[src/rtl/pipeline_ctrl.sv]
// Central back-end pipeline controller: turns per-stage stall requests into
// the pause vector, sequences exception flush and the frontend redirect
// handshake, and tracks stall statistics plus a stall watchdog.
module pipeline_ctrl #(
    parameter int unsigned STAGES     = 8,
    parameter int unsigned ADDR_W     = 32,
    parameter int unsigned WDOG_LIMIT = 1024
) (
    input  logic              clk,
    input  logic              rst,
    input  logic [STAGES-1:0] pause_req_i,
    input  logic              exc_valid_i,
    input  logic [ADDR_W-1:0] exc_target_i,
    input  logic              redirect_ready_i,
    output logic [STAGES-1:0] pause_o,
    output logic              exception_flush_o,
    output logic              redirect_valid_o,
    output logic [ADDR_W-1:0] redirect_pc_o,
    output logic [31:0]       stall_cycles_o,
    output logic              watchdog_o
);

    localparam int unsigned STALL_W = 32;
    localparam int unsigned WDOG_W  = 16;
    localparam logic [WDOG_W-1:0] WDOG_MAX = WDOG_W'(WDOG_LIMIT);

    typedef enum logic [1:0] {
        ST_RUN      = 2'd0,
        ST_FLUSH    = 2'd1,
        ST_REDIRECT = 2'd2
    } state_e;

    state_e               state_q, state_d;
    logic [ADDR_W-1:0]    target_q, target_d;
    logic [STALL_W-1:0]   stall_q, stall_d;
    logic [WDOG_W-1:0]    wcnt_q, wcnt_d;
    logic                 wdog_q, wdog_d;
    logic [STAGES-1:0]    base;
    logic                 req_any;

    // Stall propagates backwards: a request at stage k pauses stages 0..k.
    always_comb begin
        base = '0;
        for (int unsigned i = 0; i < STAGES; i++) begin
            base[i] = |(pause_req_i >> i);
        end
    end

    assign req_any = |pause_req_i;

    // State, captured redirect target, counters and sticky watchdog.
    always_ff @(posedge clk) begin
        if (rst) begin
            state_q  <= ST_RUN;
            target_q <= '0;
            stall_q  <= '0;
            wcnt_q   <= '0;
            wdog_q   <= 1'b0;
        end else begin
            state_q  <= state_d;
            target_q <= target_d;
            stall_q  <= stall_d;
            wcnt_q   <= wcnt_d;
            wdog_q   <= wdog_d;
        end
    end

    // Next-state, target capture and per-state pause/flush/redirect outputs.
    always_comb begin
        state_d           = state_q;
        target_d          = target_q;
        pause_o           = base;
        exception_flush_o = 1'b0;
        redirect_valid_o  = 1'b0;

        unique case (state_q)
            ST_RUN: begin
                if (exc_valid_i) begin
                    target_d = exc_target_i;
                    state_d  = ST_FLUSH;
                end
            end
            ST_FLUSH: begin
                // Flush cycle: every register bubbles, new exceptions ignored.
                pause_o           = '0;
                exception_flush_o = 1'b1;
                state_d           = ST_REDIRECT;
            end
            ST_REDIRECT: begin
                // Hold the pc stage until the frontend takes the new address.
                pause_o          = base | STAGES'(1);
                redirect_valid_o = 1'b1;
                if (exc_valid_i) begin
                    target_d = exc_target_i;
                    state_d  = ST_FLUSH;
                end else if (redirect_ready_i) begin
                    state_d = ST_RUN;
                end
            end
            default: begin
                state_d = ST_RUN;
            end
        endcase
    end

    // Saturating stall-cycle counter and watchdog run-length counter.
    always_comb begin
        stall_d = stall_q;
        wcnt_d  = '0;
        wdog_d  = wdog_q;
        if (state_q == ST_RUN && req_any) begin
            if (stall_q != '1) begin
                stall_d = stall_q + STALL_W'(1);
            end
            wcnt_d = (wcnt_q >= WDOG_MAX) ? WDOG_MAX : wcnt_q + WDOG_W'(1);
        end
        if (wcnt_d == WDOG_MAX) begin
            wdog_d = 1'b1;
        end
    end

    assign redirect_pc_o  = target_q;
    assign stall_cycles_o = stall_q;
    assign watchdog_o     = wdog_q;

endmodule
[config.mk]
export PLATFORM = sky130hd
export DESIGN_NAME = pipeline_ctrl
export DESIGN_NICKNAME = d
export VERILOG_FILES = /design/src/rtl/pipeline_ctrl.sv
export SDC_FILE = /design/constraint.sdc
export NUM_CORES = 1
export LEC_CHECK = 0
export ABC_AREA = 1
export BUFFER_PORTS_ARGS = -buffer_cell sky130_fd_sc_hd__buf_2
export CAP_MARGIN = 20
export CORE_MARGIN = 3
export CORE_UTILIZATION = 30
export CTS_BUF_LIST = sky130_fd_sc_hd__clkbuf_16
export CTS_CLUSTER_SIZE = 28
export DETAILED_ROUTE_END_ITERATION = 7
export SYNTH_ARGS = -nofsm -noshare
export SYNTH_HDL_FRONTEND = slang
export SYNTH_SLANG_ARGS = --single-unit
[constraint.sdc]
create_clock -name clk -period 3 [get_ports clk]
set_clock_uncertainty 0.15 [all_clocks]
set_input_delay 0.15 -clock clk [delete_from_list [all_inputs] [get_ports clk]]
set_output_delay 0.15 -clock clk [all_outputs]
set_load 0.01 [all_outputs]
==> summary.md <==
| Metric | Value |
|---|---|
| PD cells | `514 nW/um^2` |
| Met1 GRT Util | `19.1%` |
| YS warnings | `0` |
| Mapped Avg Cell Area | `6.89 um^2` |
| Antenna violation net count after detailed routing | `0` |
| PortBufs | `118` |
| Final Setup Violations | `0` |
| Worst-case clock buffer depth | `2` |
| Die X-Extent | `124 um` |
| Root Buffer | `clkbuf_16` |
| Largest net degree at the start of global routing | `39` |
| Drt via density | `4.43` |
| Worst r2r dst | `stall_cycles_o[19]` |
| Worst endpoint required time | `3070 ps` |
| Cell Area, Synth | `4190 um^2` |
| Max Cap Violations | `0` |
| # nets final | `808` |
| Worst setup SP type | `flop` |
| TNS Setup | `0 ps` |
| Status | `finished, final reports clean` |
| Full die area | `15400 um^2` |
| Ys flop type | `dfxtp_1` |
| Worst slew pin tran | `581 ps` |
| Initial DRC Count | `222` |
| WS Path Type | `flop to flop` |
| I/O Pins | `119` |
| Post-cts sizing count | `0` |
| Synth-to-layout area growth | `32.4%` |
| Slowest CP cell | `dfxtp_1` |
| Site Rows | `42` |
| First-pass GRT wire length | `18.6 mm` |
| Antenna violations before repair | `0` |
| Post-synth cell types | `33` |
| Synth Register Bits | `83` |
| Clock latency on the worst-skew pair | `350 ps` |
| Synthesized instance count | `608` |
| Crit path capture type | `flop` |
| CP most frequent cell | `nand2_1` |
| Relative slew slack | `61.2%` |
| Hold path start | `rst` |
| Initial Util | `31.1%` |
| Fmax achieved | `473 MHz` |
| Die Height | `124 um` |
| Drt wl/cell | `12.0 um` |
| Fin crit share | `70.5%` |
| FF-to-FF path depth | `12` |
| Busiest metal layer after global routing | `met2` |
| Clock Sinks | `83` |
| Final Worst Setup Slack | `885 ps` |
| CP Data Arrival Time | `2190 ps` |
| Hold EP | `stall_cycles_o[18]` |
| Dpl hpwl | `7.87 mm` |
| Post-synthesis sequential area ratio | `39.7%` |
| Dpl ws | `887 ps` |
| Leakage | `2.46 nW` |
| H-Tree Depth | `3` |
| Core Footprint | `13500 um^2` |
| EDFF count, synth | `0` |
| Ant diodes | `0` |
| GRT Overall Usage | `15.2%` |
| Overall Power | `2.85 mW` |
| Max IR drop VDD | `381 uV` |
| Crit path cell chain | `ha_1, inv_2, nor2_4, nand2_4, nor2_8, nand2_4, nand2_8, inv_4, nand2_1, nand2_1, nand2_1, nor2_1` |
| Post-CTS Setup Inserts | `0` |
| Flop2flop setup slack | `880 ps` |
| DR vias | `4153` |
| Tmin final | `2120 ps` |
| DR pass1 iterations | `5` |
| Origin of the critical flop-to-flop path | `stall_cycles_o[0]` |
| Ys async rst share | `0%` |
| GPL Wtd Cong | `0.822` |
| Met3 Use GR | `5.90%` |
| Worst Hold Depth | `4` |
| TritonCTS Buffers | `9` |
| Max FO, Critical Path | `35` |
| Global route overflow | `0` |
| Number of global-route vias before repair | `3867` |
| Slowest stage delay, CP | `390 ps` |
| HP Class | `input pin to flop` |
| DRC violations left | `0` |
| Overall routed net length | `11.2 mm` |
| Clock-pin transition on the worst setup and hold timing paths | `70 ps` |
| RSZ-0062 raised after global routing | `false` |
| Endpoints failing hold | `0` |
| Worst path bufs/invs | `2` |
| CTS tree | `yes` |
| Pins Over Slew Limit | `0` |
| Layout cells sized above 1 | `23.1%` |
| Top Family by Delay on Critical Path | `simple AND/OR/NAND/NOR gates` |
| Met2 Use GR | `23.7%` |
## worst max-delay path by stage
stage                            startpoint                  to  cells after the start
final                     stall_cycles_o[0]  stall_cycles_o[19]                     12
after global routing      stall_cycles_o[1]  stall_cycles_o[24]                     12
after CTS                 stall_cycles_o[0]  stall_cycles_o[19]                     12
after detailed placement  stall_cycles_o[1]  stall_cycles_o[19]                     12
after global placement    stall_cycles_o[1]  stall_cycles_o[24]                     12
after floorplan           stall_cycles_o[1]  stall_cycles_o[12]                     11
## registers in the layout, summed over array words and instances (netlist names)
| signal | count |
|---|---|
| watchdog_o | 1 |
| wcnt_q | 16 |
| stall_cycles_o | 32 |
| state_q | 2 |
| redirect_pc_o | 32 |
## logic make-up after synthesis
| kind of cell | after synthesis | synth area share (%) |
|---|---|---|
| xor gates and xnor gates | 17 | 3.56 |
| AOI/OAI and AO/OA | 76 | 10.9 |
| other | 1 | 0.0895 |
| adders and majority gates | 7 | 2.09 |
| buffers and inverters | 62 | 6.78 |
| and+or+nand+nor | 362 | 36.9 |
| DFF | 83 | 39.7 |
## cell usage in the layout (no fill, tap or decap), drive strengths merged, types with 2 or more instances in the layout
master | synthesis | final
nand3b | 11 | 11
nand4 | 3 | 3
inv | 41 | 44
o21bai | 2 | 2
nor4 | 9 | 9
xnor2 | 6 | 6
dfxtp | 83 | 83
buf | 7 | 123
dlygate4sd3 | 0 | 32
clkinvlp | 0 | 2
nand3 | 9 | 9
conb | 1 | 5
o21ai | 44 | 44
clkbuf | 14 | 9
ha | 7 | 7
nor3 | 4 | 4
a21oi | 29 | 29
nor2 | 153 | 153
and2 | 2 | 2
xor2 | 11 | 11
nand2 | 171 | 171
## where the power goes
| group | internal (mW) | switching, mW | total, mW |
|---|---|---|---|
| Clock | 0.652 | 0.492 | 1.14 |
| Sequential | 1.17 | 0.0402 | 1.21 |
| Combinational | 0.186 | 0.307 | 0.492 |
## routing by layer
metal / wire (um) / vias up
li1: - / 2214
met1: 5140 / 1815
met2: 5070 / 108
met4: 236 / 0
met3: 796 / 16
met5: 0 / -
## synthesized netlist by cell type, types with 4 or more instances
| cell type | number | share of area (%) |
|---|---|---|
| xnor2_1 | 6 | 1.3 |
| a21oi_1 | 10 | 1.2 |
| inv_1 | 39 | 3.5 |
| nor2_1 | 148 | 13 |
| nor3_1 | 4 | 0.48 |
| nand2_1 | 160 | 14 |
| xor2_1 | 11 | 2.3 |
| nor4_1 | 9 | 1.3 |
| ha_1 | 7 | 2.1 |
| clkbuf_1 | 14 | 1.3 |
| a21oi_2 | 19 | 4.0 |
| nand3b_1 | 11 | 2.0 |
| o21ai_0 | 41 | 4.9 |
| nand3_1 | 8 | 0.96 |
| dfxtp_1 | 83 | 40 |
| nand2_2 | 8 | 1.2 |
## repair_timing
action                                  4_1_cts  5_1_grt
endpoints found under the hold margin        32        0
endpoints found under the setup margin        0        0
hold buffers                                 32        0
## area by class of cell
cell class	instances	area [um^2]
multi-input cells	467	2260
clock buffers	9	225
well taps	176	220
fillers	1437	7910
flip-flops and latches	83	1660
repair buffers	155	948
clock inverters	7	77.6
inverters	41	156
## worst min-delay path: stages
cell	delay [ps]
buf_2	90
inv_1	120
nand2_1	100
nor2_1	30
## stage by stage
| step | instances | cell area [um^2] | hold WS, ps | utilization, % |
|---|---|---|---|---|
| floorplan | 612 | 4200 | 135 | - |
| global placement | 890 | 4920 | 222 | 36.6 |
| detailed placement | 890 | 4920 | 230 | 36.6 |
| CTS | 938 | 5550 | 29.4 | 41.2 |
| global route | 938 | 5550 | 74.9 | 41.2 |
| finish | 938 | 5550 | 34.5 | 41.2 |
(Power assumes the default switching activity.)
